==> src/rtl/metric_mem_sequencer.sv <==
// Sequences one Viterbi trellis stage: metric-memory reads, delayed write-back of ACS results,
// ping-pong block swap and normalization signalling between stages.
module metric_mem_sequencer #(
  parameter int WD_METR = 8,
  parameter int N_ACS   = 4,
  parameter int ACS_LAT = 2
) (
  input  logic                       Clock1,
  input  logic                       Reset,
  input  logic                       Active,
  input  logic                       SymValid,
  input  logic [WD_METR*N_ACS-1:0]   ACSMetric,
  output logic [4:0]                 MMReadAddress,
  output logic [5:0]                 MMWriteAddress,
  output logic                       MMWriteEnable,
  output logic [WD_METR*N_ACS-1:0]   MMMetric,
  output logic                       MMBlockSelect,
  output logic                       Normalize,
  output logic                       Busy,
  output logic                       StageDone,
  output logic                       Overrun
);

  localparam int         WORD_W     = WD_METR * N_ACS;
  localparam logic [6:0] RUN_LAST   = 7'd63;
  localparam logic [6:0] WIN_FIRST  = 7'(ACS_LAT);
  localparam logic [6:0] WIN_LAST   = 7'(63 + ACS_LAT);
  localparam logic [6:0] DRAIN_LAST = 7'(64 + ACS_LAT);

  typedef enum logic [1:0] {IDLE, RUN, DRAIN, SWAP} state_t;

  state_t              state_reg;
  logic [6:0]          cnt_reg;
  logic                pending_reg;
  logic                overrun_reg;
  logic                norm_flag_reg;
  logic                normalize_reg;
  logic                bsel_reg;
  logic                done_reg;
  logic                we_reg;
  logic [5:0]          waddr_reg;
  logic [WORD_W-1:0]   metric_reg;
  logic [N_ACS-1:0]    lane_msb;
  logic [5:0]          widx;
  logic                sample_win;

  genvar gi;
  generate
    for (gi = 0; gi < N_ACS; gi++) begin : g_lane
      assign lane_msb[gi] = ACSMetric[gi*WD_METR + WD_METR - 1];
    end
  endgenerate

  // Stage cycle cnt carries the ACS result for write index cnt-ACS_LAT.
  always_comb begin
    widx       = cnt_reg[5:0] - 6'(ACS_LAT);
    sample_win = (state_reg == RUN || state_reg == DRAIN) &&
                 (cnt_reg >= WIN_FIRST) && (cnt_reg <= WIN_LAST);
  end

  always_ff @(posedge Clock1 or posedge Reset) begin
    if (Reset) begin
      state_reg     <= IDLE;
      cnt_reg       <= '0;
      pending_reg   <= 1'b0;
      overrun_reg   <= 1'b0;
      norm_flag_reg <= 1'b0;
      normalize_reg <= 1'b0;
      bsel_reg      <= 1'b0;
      done_reg      <= 1'b0;
      we_reg        <= 1'b0;
      waddr_reg     <= '0;
      metric_reg    <= '0;
    end else if (Active) begin
      we_reg   <= 1'b0;
      done_reg <= 1'b0;
      if (sample_win) begin
        we_reg        <= 1'b1;
        metric_reg    <= ACSMetric;
        // Even indices fill the lower half, odd indices the upper half.
        waddr_reg     <= {widx[0], widx[5:1]};
        norm_flag_reg <= norm_flag_reg | (|lane_msb);
      end
      if (SymValid && (state_reg == RUN || state_reg == DRAIN)) begin
        if (pending_reg) overrun_reg <= 1'b1;
        else             pending_reg <= 1'b1;
      end
      case (state_reg)
        IDLE: begin
          if (SymValid) begin
            state_reg <= RUN;
            cnt_reg   <= '0;
          end
        end
        RUN: begin
          cnt_reg <= cnt_reg + 7'd1;
          if (cnt_reg == RUN_LAST) state_reg <= DRAIN;
        end
        DRAIN: begin
          cnt_reg <= cnt_reg + 7'd1;
          if (cnt_reg == DRAIN_LAST) begin
            state_reg <= SWAP;
            done_reg  <= 1'b1;
          end
        end
        SWAP: begin
          bsel_reg      <= ~bsel_reg;
          normalize_reg <= norm_flag_reg;
          norm_flag_reg <= 1'b0;
          cnt_reg       <= '0;
          // A request arriving in SWAP itself is treated like one already pending.
          if (pending_reg || SymValid) begin
            state_reg   <= RUN;
            pending_reg <= pending_reg & SymValid;
          end else begin
            state_reg   <= IDLE;
          end
        end
        default: state_reg <= IDLE;
      endcase
    end
  end

  assign MMReadAddress  = (state_reg == RUN) ? cnt_reg[5:1] : 5'd0;
  assign MMWriteAddress = waddr_reg;
  assign MMWriteEnable  = we_reg & Active;
  assign MMMetric       = metric_reg;
  assign MMBlockSelect  = bsel_reg;
  assign Normalize      = normalize_reg;
  assign Busy           = (state_reg != IDLE);
  assign StageDone      = done_reg & Active;
  assign Overrun        = overrun_reg;

endmodule

==> config.mk <==
export PLATFORM = sky130hd
export DESIGN_NAME = metric_mem_sequencer
export DESIGN_NICKNAME = d
export VERILOG_FILES = /design/src/rtl/metric_mem_sequencer.sv
export SDC_FILE = /design/constraint.sdc
export NUM_CORES = 1
export LEC_CHECK = 0
export BUFFER_PORTS_ARGS = -buffer_cell sky130_fd_sc_hd__clkbuf_2
export CORE_AREA = 2 2 73 75
export DETAILED_ROUTE_END_ITERATION = 10
export DIE_AREA = 0 0 75 77
export GPL_ROUTABILITY_DRIVEN = 0
export PLACE_DENSITY = 0.84
export SETUP_SLACK_MARGIN = 0.05
export SYNTH_ARGS = -nofsm -noshare
export SYNTH_HDL_FRONTEND = slang
export SYNTH_SLANG_ARGS = --single-unit
==> constraint.sdc <==
create_clock -name Clock1 -period 6 [get_ports Clock1]
set_clock_uncertainty 0.15 [all_clocks]
set_input_delay 1.2 -clock Clock1 [delete_from_list [all_inputs] [get_ports Clock1]]
set_output_delay 1.2 -clock Clock1 [all_outputs]
set_load 0.02 [all_outputs]
# Yosys cells after proc, flatten, opt, wreduce, memory -nomap -nowiden
# Cells that the tools add are included.
# totals
regBits	54
latchBits	0
ram_bits	0
mem_bits_ro	0
input_bits	36
out_inout_bits	49
mem_count	0
# op_classes
addsub	2
n_mul	0
div	0
n_lt_le_gt_ge	2
eq_ne	8
n_shift	0
mux	16
n_bitwise	5
n_reduce_logical	16
# ops
op	n
case mux 7 bit (3 select lines)	1
2-to-1 mux 1 bit	9
case mux 2 bit (4 select lines)	1
AND reduction 2 bit	4
adder 7 x 1 -> 7 bit (second input constant)	1
equality test 7 x 6 -> 1 bit (second input constant)	1
equality test 7 bit (second input constant)	1
greater-or-equal comparator 7 x 2 -> 1 bit (second input constant)	1
less-or-equal comparator 7 bit (second input constant)	1
2-to-1 mux 7 bit	1
2-to-1 mux 2 bit	3
subtractor 6 x 2 -> 6 bit (second input constant)	1
2-to-1 mux 5 bit	1
equality test 2 bit (second input constant)	2
inequality test 2 x 1 -> 1 bit (second input constant)	2
AND reduction 4 bit	1
nonzero test 2 bit	2
OR reduction 4 bit	1
AND 1 bit	3
logical AND 1 bit	3
AND reduction 3 bit	1
equality test 2 x 1 -> 1 bit (second input constant)	1
logical NOT 2 bit	1
logical OR 1 bit	2
4 further kinds	4

# Longest topological paths before layout
# logic_depth
depth_word	6
ltp_mapped	7

# Worst setup path after synthesis
# Ideal clock, no wire load.
# synth_path
kind	in2out
from	in Active
to	out MMWriteEnable
arrival_ns	1.710
required_ns	4.650
slack_ns	2.940
path_stages	2
path_cell_list	clkbuf_1 > and2_1
# synth_between
elab_chain_cells	1
# synth_lines
element	line_no	text
from (decl)	10	input logic Active,
AND 1 bit	126	assign MMWriteEnable = we_reg & Active;
to (decl)	15	output logic MMWriteEnable,
# No other way between the ends.

# Worst setup path in the final report
# layout_path
from	in Active
to	out StageDone
# layout_between
elab_chain_cells	1
# layout_lines
element	line_no	text
AND 1 bit	131	assign StageDone = done_reg & Active;
to (decl)	20	output logic StageDone,
# No other way between the ends.

==> results.cfg <==
[sta]
min_period_over_period = 0.528
worst_pin_slew_ps = 1090
drv_slew = 0
max_freq_ghz = 0.316
final-setup-viol-count = 0
final-hold-violation-count = 0
rsz0062_at_grt = no
setup-tns-final_ps = 0
relSlewSlack = 0.275
min_period_ps = 3170

[synthesis]
synth_nets = 248
syn-cell-area_um2 = 2670
synth_most_common_cell = dfrtp_1
synth_top_area_frac = 0.506
synth_area_leaders = dfrtp_1 (51%), mux2_4 (21%), ha_1 (5.1%)
ys_async_sr_fraction = 1.00
ys.flop_type = dfrtp_1
syn-instance-count = 201
synth_common_cells = dfrtp_1 (54), mux2_4 (37), nand2_1 (16), inv_1 (12), ha_1 (11)
yosys.area.top_type = dfrtp_1
ys_seq_elements = 54
synth.distinct_cells = 43
synth_area_per_cell_um2 = 13.3
yosysWarningCount = 0
synth_edf_count = 0
synth-seq-area-share = 0.506

[critical_path]
cp-start-kind = input port
timing.critical_path.buf_inv = 3
cp_slowest_cell = clkbuf_2
cp_cell_sequence = clkbuf_2 -> inv_1 -> nor2_1 -> clkbuf_2
cp_top_family = buffers and inverters
r2r-end = MMMetric[28]
critical_path_class = in2out
r2r-start = cnt_reg[2]
endpoint_kind = output pin
crit_fanout = 13
cpPeakStageDelay_ps = 220
cp_num_cells = 4
r2r_setup_slack_ps = 3250
cp_common_cell = clkbuf_2
cp_data_required_time_ps = 4650
worstRegToRegCells = 7
cp-startpoint = Active
endpoint = StageDone
worstPathArrival_ps = 1820

[cells_and_area]
area_growth_pct = 21.2
antenna_cells = 0
regArea_um2 = 1350
layout.nets = 332
largest_reg_flops = 32
fillers = 394
finalInstanceArea_um2 = 3240
drive_above_1_share = 0.476
multi_input_area_um2 = 1220

[routing]
drc = 0
drt_first_pass_iters = 4
drtIter0Drc = 73
ant_nets = 0
routed_wl_mm = 5.23
via_count = 1848
vias_per_cell = 5.19
wl_per_cell_um = 14.7

[outcome]
status = complete, no violations

[floorplanning]
rows = 26
initial_utilization = 0.537
die_h_um = 77
core_area_um2 = 4980
dieArea_um2 = 5780
die_width_um = 75
ios = 85

[clock_tree]
clockBufferDepth = 2
cts_setup_buffers = 0
h-tree-depth = 2
cts_root_buf = clkbuf_8
cts.sink_count = 54
clkLatencyLatePin_ps = 300
cts-resized-gates = 0
cts_buffers = 5
hold_buffers = 0
clkTransAtPathRegs_ps = 100
cts_tree = yes

[global_routing]
grt_usage = 0.190
grt_pass1_wl_mm = 8.66
grt_max_degree = 55
overflow = 0
grtUsageMet2 = 0.318
grt_pass1_vias = 1894
antenna_found_initial = 0
globalRouteMet3Util = 0.0381
grt.busiest_layer = met2
met1_usage = 0.249

[power]
peakVddDrop_v = 0.000266
p_sw_frac = 0.399
switchingPower_uw = 770
p_leak_uw = 0.00163
p_comb_frac = 0.531
p_per_area_nw_per_um2 = 597
pwr-share-clk = 0.125
power.internal_uw = 1160
pwr-share-seq = 0.344

[place]
place_hpwl_mm = 3.81
port_buffers = 84
dpl_cell_area_um2 = 3130

[job]
cap_violations = 0

[min_path]
min_path_type = reg2reg
-- cells by family (layout without fill, tap and decap cells) --
group                      count (synthesis)  after routing  share of synthesized area
xor gates and xnor gates                   4              4                     0.0131
DFF                                       54             54                      0.506
AOI/OAI and AO/OA                         25             25                     0.0679
muxes                                     43             43                      0.231
and+or+nand+nor                           44             44                     0.0876
buffers and inverters                     20            105                     0.0431
adders and majority gates                 11             11                     0.0515
-- how the worst min path moves through the flow --
stage | from | end | cells past startpoint
2_1_floorplan | we_reg | we_reg | 1
3_3_place_gp | MMBlockSelect | MMBlockSelect | 1
3_5_place_dp | MMBlockSelect | MMBlockSelect | 1
4_1_cts | MMBlockSelect | MMBlockSelect | 1
5_1_grt | we_reg | we_reg | 1
6_report | MMBlockSelect | MMBlockSelect | 1
-- cells in the final DEF (no fill, tap or decap), types with 2 or more instances in the layout --
cell	count
a31oi_1	2
ha_1	11
xnor2_1	2
and2_1	7
mux2_4	37
clkbuf_2	84
xor2_1	2
mux2i_1	4
inv_1	11
nor2_1	4
nand3_1	6
dfrtp_1	54
o21ai_0	7
nand2_1	16
mux2_2	2
clkbuf_8	5
o31ai_1	2
-- routing by layer --
metal | part of all wire | wire length (um) | vias to the layer above
met3 | 0.060 | 312 | 5
met4 | 0.0088 | 46 | 0
met1 | 0.43 | 2260 | 911
met5 | 0 | 0 | -
li1 | - | - | 866
met2 | 0.50 | 2610 | 66
-- through the flow --
| step | std cells | total power [uW] | setup WS, ps | hold WS, ps | util |
|---|---|---|---|---|---|
| 2_1_floorplan | 201 | 1450 | 2940 | 291 | - |
| 3_3_place_gp | 348 | 1670 | 2860 | 321 | 0.629 |
| 3_5_place_dp | 348 | 1700 | 2840 | 316 | 0.629 |
| 4_1_cts | 356 | 1950 | 2840 | 333 | 0.651 |
| 5_1_grt | 356 | 2060 | 2750 | 362 | 0.651 |
| 6_report | 356 | 1930 | 2830 | 333 | 0.651 |
-- final cells by class --
type | count | area share
clock buffers | 6 | 0.0224
well taps | 70 | 0.0270
repair buffers | 85 | 0.132
clock inverters | 2 | 0.0116
flip-flops and latches | 54 | 0.417
multi-input cells | 127 | 0.376
inverters | 12 | 0.0139
-- power groups by stage --
stage | Clock, uW | Combinational, uW | Sequential (uW)
after floorplan | 0 | 640 | 806
after global placement | 0 | 1010 | 662
after detailed placement | 0 | 1030 | 672
after CTS | 246 | 1040 | 665
after global routing | 263 | 1110 | 688
final | 241 | 1030 | 666
Power figures use the tool's default switching activity.
